$ cat src/rtl/ram_arbiter.sv
// Two-requester arbiter for the shared data RAM.
// Requester A (CPU) has default priority; requester B (DMA/debug loader) wins
// when A is idle or after B has been refused MAX_WAIT consecutive cycles.
// Pipeline: grant/latch at E0, RAM access during E0..E1, done pulse after E1.
module ram_arbiter #(
  parameter int unsigned ADDR_WIDTH = 10,
  parameter int unsigned DATA_WIDTH = 16,
  parameter int unsigned MAX_WAIT   = 4,
  parameter int unsigned CNT_WIDTH  = 4
) (
  input  logic                  clk,
  input  logic                  reset,
  // Requester A: CPU datapath
  input  logic                  cpuReq,
  input  logic                  cpuWE,
  input  logic [ADDR_WIDTH-1:0] cpuAddress,
  input  logic [DATA_WIDTH-1:0] cpuWriteData,
  output logic                  cpuGnt,
  output logic                  cpuStall,
  output logic                  cpuDone,
  output logic [DATA_WIDTH-1:0] cpuReadData,
  // Requester B: DMA/debug loader
  input  logic                  dmaReq,
  input  logic                  dmaWE,
  input  logic [ADDR_WIDTH-1:0] dmaAddress,
  input  logic [DATA_WIDTH-1:0] dmaWriteData,
  output logic                  dmaGnt,
  output logic                  dmaDone,
  output logic [DATA_WIDTH-1:0] dmaReadData,
  // RAM side (write strobe is gated with ~clk outside this block)
  output logic                  ramWE,
  output logic [ADDR_WIDTH-1:0] ramAddress,
  output logic [DATA_WIDTH-1:0] ramWriteData,
  input  logic [DATA_WIDTH-1:0] ramReadData
);

  localparam logic [CNT_WIDTH-1:0] MaxWaitCnt = CNT_WIDTH'(MAX_WAIT);
  localparam logic [CNT_WIDTH-1:0] CntSat     = '1;

  // Accept stage
  logic                  r_acc_valid;
  logic                  r_acc_owner;  // 1 = DMA
  logic                  r_acc_we;
  logic [ADDR_WIDTH-1:0] r_acc_addr;
  logic [DATA_WIDTH-1:0] r_acc_wdata;

  // Complete stage
  logic                  r_cpu_done;
  logic                  r_dma_done;
  logic [DATA_WIDTH-1:0] r_cpu_rdata;
  logic [DATA_WIDTH-1:0] r_dma_rdata;

  logic [CNT_WIDTH-1:0]  r_starve_cnt;

  logic                  w_force;
  logic                  w_dma_gnt;
  logic                  w_cpu_gnt;

  // Grant selection: B wins if A is idle or B has waited long enough
  always_comb begin
    w_force   = (r_starve_cnt >= MaxWaitCnt);
    w_dma_gnt = dmaReq & (~cpuReq | w_force) & ~reset;
    w_cpu_gnt = cpuReq & ~w_dma_gnt & ~reset;
  end

  assign cpuGnt       = w_cpu_gnt;
  assign dmaGnt       = w_dma_gnt;
  assign cpuStall     = cpuReq & ~w_cpu_gnt;
  assign cpuDone      = r_cpu_done;
  assign dmaDone      = r_dma_done;
  assign cpuReadData  = r_cpu_rdata;
  assign dmaReadData  = r_dma_rdata;
  assign ramAddress   = r_acc_addr;
  assign ramWriteData = r_acc_wdata;
  // Suppressing ramWE during reset prevents a partial write of an aborted access
  assign ramWE        = r_acc_valid & r_acc_we & ~reset;

  // Accept stage: latch the winner's payload; payload holds when nobody wins
  always_ff @(posedge clk) begin
    if (reset) begin
      r_acc_valid <= 1'b0;
      r_acc_owner <= 1'b0;
      r_acc_we    <= 1'b0;
      r_acc_addr  <= '0;
      r_acc_wdata <= '0;
    end else begin
      r_acc_valid <= w_cpu_gnt | w_dma_gnt;
      r_acc_owner <= w_dma_gnt;
      if (w_dma_gnt) begin
        r_acc_we    <= dmaWE;
        r_acc_addr  <= dmaAddress;
        r_acc_wdata <= dmaWriteData;
      end else if (w_cpu_gnt) begin
        r_acc_we    <= cpuWE;
        r_acc_addr  <= cpuAddress;
        r_acc_wdata <= cpuWriteData;
      end
    end
  end

  // Complete stage: done pulse to the owner, capture read data for reads
  always_ff @(posedge clk) begin
    if (reset) begin
      r_cpu_done  <= 1'b0;
      r_dma_done  <= 1'b0;
      r_cpu_rdata <= '0;
      r_dma_rdata <= '0;
    end else begin
      r_cpu_done <= r_acc_valid & ~r_acc_owner;
      r_dma_done <= r_acc_valid & r_acc_owner;
      if (r_acc_valid && !r_acc_we) begin
        if (r_acc_owner) r_dma_rdata <= ramReadData;
        else             r_cpu_rdata <= ramReadData;
      end
    end
  end

  // Starvation counter: counts consecutive refused DMA cycles, saturating
  always_ff @(posedge clk) begin
    if (reset) begin
      r_starve_cnt <= '0;
    end else if (dmaReq && !w_dma_gnt) begin
      r_starve_cnt <= (r_starve_cnt == CntSat) ? r_starve_cnt : r_starve_cnt + 1'b1;
    end else begin
      r_starve_cnt <= '0;
    end
  end

endmodule

$ cat config.mk
export PLATFORM = sky130hd
export DESIGN_NAME = ram_arbiter
export DESIGN_NICKNAME = d
export VERILOG_FILES = /design/src/rtl/ram_arbiter.sv
export SDC_FILE = /design/constraint.sdc
export NUM_CORES = 1
export LEC_CHECK = 0
export ABC_AREA = 1
export CORE_MARGIN = 1.5
export CORE_UTILIZATION = 62
export CTS_CLUSTER_DIAMETER = 50
export DETAILED_ROUTE_END_ITERATION = 8
export DONT_BUFFER_PORTS = 1
export GPL_TIMING_DRIVEN = 0
export PLACE_DENSITY = 0.86
export SLEW_MARGIN = 25
export SYNTH_ARGS = -nofsm -noshare
export SYNTH_HDL_FRONTEND = slang
export SYNTH_SLANG_ARGS = --single-unit
$ cat constraint.sdc
create_clock -name clk -period 1.8 [get_ports clk]
set_clock_uncertainty 0.2 [all_clocks]
set_input_delay 0.36 -clock clk [delete_from_list [all_inputs] [get_ports clk]]
set_output_delay 0.36 -clock clk [all_outputs]
set_load 0.05 [all_outputs]
**Word-level counts from Yosys, hierarchy flattened**

Index checks and enable logic that the tools add are counted.

- Add/sub/neg operators: 1
- Order comparisons: 1
- Eq/ne operators: 1
- Mux-type cells: 6
- Bitwise gates (word level): 17
- Reductions and logical operators: 8

Operator list:

| operator | number |
|---|---|
| 16-bit two-way mux | 2 |
| 10-bit two-way mux | 2 |
| 1-bit bitwise AND | 9 |
| 1-bit inverter | 6 |
| 4-bit by 1-bit adder with 4-bit output, second input constant | 1 |
| 4-bit equality test, second input constant | 1 |
| 4-bit by 3-bit greater-or-equal comparator with 1-bit output, second input constant | 1 |
| 2-bit AND reduction | 2 |
| 1-bit logical AND | 2 |
| 1-bit zero test | 2 |
| 1-bit two-way mux | 2 |
| 1-bit OR | 2 |
| 2-bit nonzero test | 1 |
| 2-bit OR reduction | 1 |

- Register bits: 67
- Bits of input ports: 74
- Output and inout bits: 64
- Word-level logic and storage cells: 44

**Depth between registers and ports, before layout**

- Word-level depth: 9
- Depth in mapped cells: 8
- Mapped depth without buffers: 7

**Least setup slack after synthesis**

No wires, ideal clock.

- Kind: flip-flop to output port
- Start: register r_starve_cnt[3]
- End: output port cpuStall
- Arrival time: 1.733 ns
- Data required time: 1.240 ns
- Path slack: -0.493 ns
- Cell stages (with the launch flop): 8
- Path buffers: 1
- Cells stage by stage: dfxtp_1 -> nor2_1 -> nand2_2 -> nand2_1 -> buf_2 -> nand2_1 -> inv_1 -> nor2_1

- Cells in the longest elaborated chain, start to end: 9

Ends and longest elaborated chain:

| what | RTL line | source |
|---|---|---|
| start, declared | 53 | `logic [CNT_WIDTH-1:0] r_starve_cnt;` |
| start signal, assigned | 123 | `r_starve_cnt <= (r_starve_cnt == CntSat) ? r_starve_cnt : r_starve_cnt + 1'b1;` |
| 4-bit by 3-bit greater-or-equal comparator with 1-bit output | 61 | `w_force = (r_starve_cnt >= MaxWaitCnt);` |
| 1-bit OR | 62 | `w_dma_gnt = dmaReq & (~cpuReq \| w_force) & ~reset;` |
| 1-bit bitwise AND (2 in series) | 62 |  |
| 1-bit inverter | 63 | `w_cpu_gnt = cpuReq & ~w_dma_gnt & ~reset;` |
| 1-bit bitwise AND (2 in series) | 63 |  |
| via cpuGnt | 18 | `output logic cpuGnt,` |
| 1-bit inverter | 68 | `assign cpuStall = cpuReq & ~w_cpu_gnt;` |
| 1-bit bitwise AND | 68 |  |
| end, declared | 19 | `output logic cpuStall,` |

The timed path passes the listed nets, and every way through them passes these cells.

**Worst setup path after layout**

- Start: register r_starve_cnt[2]
- End: output port cpuStall

The elaborated chain is that of the path after synthesis.

==> results.toml <==
[outcome]
status = "finished with violations"
violations = "setup timing"

[logic_synthesis]
netlist_area_sq_mm = 0.00282
yosys.area_share.simple_pct = 22.8
synth_top_family_by_area = "simple AND/OR/NAND/NOR gates"
synth_top_area_cell = "dfxtp_1"
synth_seq_area_share_pct = 47.6
syn_nets = 463
synth_top_area_share_pct = 47.6
ys_seq_elements = 67
synth.area.mux_share_pct = 0
synthCells = 388
synth-xor-area-share_pct = 0
synth-compound-area-share_pct = 14.5
synth_warnings = 0
synthAdderAreaFrac_pct = 0.444
avgSynthCellArea_sq_um = 7.27
synth_cell_types = 22
synthTopCellsByArea = "dfxtp_1 (48%), nand3_1 (13%), inv_1 (9.4%)"

[clock_network]
clk_pin_slew_ns = 0.07
clockRootBuffer = "clkbuf_8"
clock_latency_ns = 0.33
htreeDepth = 3
cts_buffers = 9
clock_sinks = 67
cts_tree = "yes"
cts.path.max_buffers = 2

[global_routing]
grt-ovfl-total = 0
grt_pass1_wl_um = 12100
grt_max_degree = 23
antenna_found_initial = 0
first_global_vias = 2670
gr-usage-all-layers_pct = 30.9

[sta]
setup_viol = 3
fin_crit_sh_pct = 123
maxSlewHeadroom_pct = 62.1
rsz0062_at_grt = "yes"
fin_setup_tns_ns = -0.653
hold_viol_final = 0
slew_violations = 0
post-route-worst-setup-slack_ns = -0.422
post-route-min-period_ns = 2.22
clock.fmax_ghz = 0.450
tightest_slew_ns = 0.568

[die]
die_h_um = 70.4
core_area_sq_mm = 0.00435
initial_core_util_pct = 64.8
core.rowCount = 24
die-area_sq_mm = 0.00496
num_io_pins = 138
dieWidth_um = 70.4

[placement]
gp_congestion = 0.787
numPortBuffers = 0
hpwl_um = 4960
dpl-instance-area_sq_mm = 0.00293
placed_cells = 440
post-place-ws_ns = -0.260

[worst_setup_path]
critPathLaunchType = "flip-flop"
critPathKind = "reg2out"
worstPathArrival_ns = 1.66
cp_max_fo = 2
critPathRequiredTime_ns = 1.24
end_kind = "output port"

[final_layout]
final_cell_mix = "nand3_1 (72), inv_1 (69), dfxtp_1 (65)"
fill_cells = 310
stdcell_count = 474
layout-area-overhead-vs-synth_pct = 19.4
layout_commonest_cell = "nand3_1"
final_area_sq_mm = 0.00337
post-route-util_pct = 77.3
layout-drive-gt1-share_pct = 11.8
final_nets = 492
n_antenna_cell = 0

[detailed_routing]
wl_per_cell_um = 15.9
vias_per_cell = 5.71
routed-via-count = 2708
routed_wl_um = 7530
drtPass1Iterations = 5
drtAntennaViolNets = 0
drt-initial-drc-count = 216
drc = 0

[power]
power_density_mw_per_mm2 = 1130
power_leakage_nw = 1.50
max-vdd-ir-drop_mv = 0.609

[flow_run]
cap_viol_max_count = 0

[hold_path]
hold_path_class = "in2reg"
-- where the power goes --
part,total [W],switching [W],internal [W]
clock network,0.00149,0.000569,0.000917
registers,0.00193,0.000357,0.00157
logic,0.000373,0.000229,0.000144
-- layout make-up --
cell class	count	area (sq um)	share of cell area, %
timing repair buffer	20	183	5.43
multi-input combinational	224	1110	33.0
inverter	73	282	8.36
buffer	22	143	4.24
tap	52	65.1	1.93
sequential	67	1340	39.9
clock inverter	7	116	3.46
clock buffer	9	124	3.68
-- cell usage after synthesis --
| master | number |
|---|---|
| buf_2 | 7 |
| inv_2 | 2 |
| buf_1 | 1 |
| nand2_2 | 1 |
| a21oi_1 | 45 |
| o21ai_0 | 32 |
| nor2_4 | 1 |
| conb_1 | 1 |
| nor2_1 | 6 |
| nand4_1 | 1 |
| clkbuf_1 | 10 |
| buf_6 | 4 |
| nand2_1 | 60 |
| buf_4 | 2 |
| dfxtp_1 | 67 |
| o21ai_4 | 1 |
| nor2_2 | 1 |
| or2_2 | 1 |
| a31oi_1 | 1 |
| inv_1 | 71 |
| ha_1 | 1 |
| nand3_1 | 72 |
-- kinds of logic after synthesis --
| group | after synthesis |
|---|---|
| buffers and inverters | 97 |
| DFF | 67 |
| and+or+nand+nor | 143 |
| adders and majority gates | 1 |
| AOI/OAI and AO/OA | 79 |
| other | 1 |
-- critical path: stages (launching register included) --
cell	delay (ns)
dfxtp_2	0.36
nor2_4	0.05
nand2_4	0.07
nand2_4	0.05
buf_6	0.13
nand2_4	0.05
clkinvlp_4	0.26
nor2_4	0.36
-- metrics by stage --
stage,hold slack [ns],total power [W]
after floorplan,0.213,0.00221
after global placement,0.230,0.00227
after detailed placement,0.233,0.00229
after CTS,0.00908,0.00379
after global routing,0.00728,0.00393
final,0.0230,0.00379
-- sequential cells by signal, indices dropped and copies added, names as in the netlist --
name and count:
dmaReadData 16, r_acc_owner 1, cpuDone 1, dmaDone 1
r_starve_cnt 4, ramAddress 10, ramWriteData 16, r_acc_we 1
cpuReadData 16, r_acc_valid 1
-- layer usage --
metal  up-vias  GRT usage [%]  part of all wire, %  wire length [um]
li1       1289              -                    -                 -
met1      1226           34.8                   37              2780
met2       167           50.9                   49              3720
met3        26           9.67                   11               793
met4         0           17.9                  3.2               242
met5         -              0                    0                 0
-- what timing repair did --
action	in CTS	in global routing
endpoints found under the hold margin	14	0
setup buffers	4	3
hold buffers	13	0
endpoints found under the setup margin	4	4
resized for setup	2	6
pin swaps	3	1
-- path summary, 6_finish.rpt --
path                                       from               to  slack, ns  depth (start not counted)
worst min-delay path                      cpuWE         r_acc_we       0.02                          2
worst max register to register  r_starve_cnt[2]  ramWriteData[7]       0.15                          8
worst max-delay path            r_starve_cnt[2]         cpuStall      -0.42                          7
worst min register to register      r_acc_owner          cpuDone       0.25                          1
Note: power is estimated with default switching activity, not from simulation.
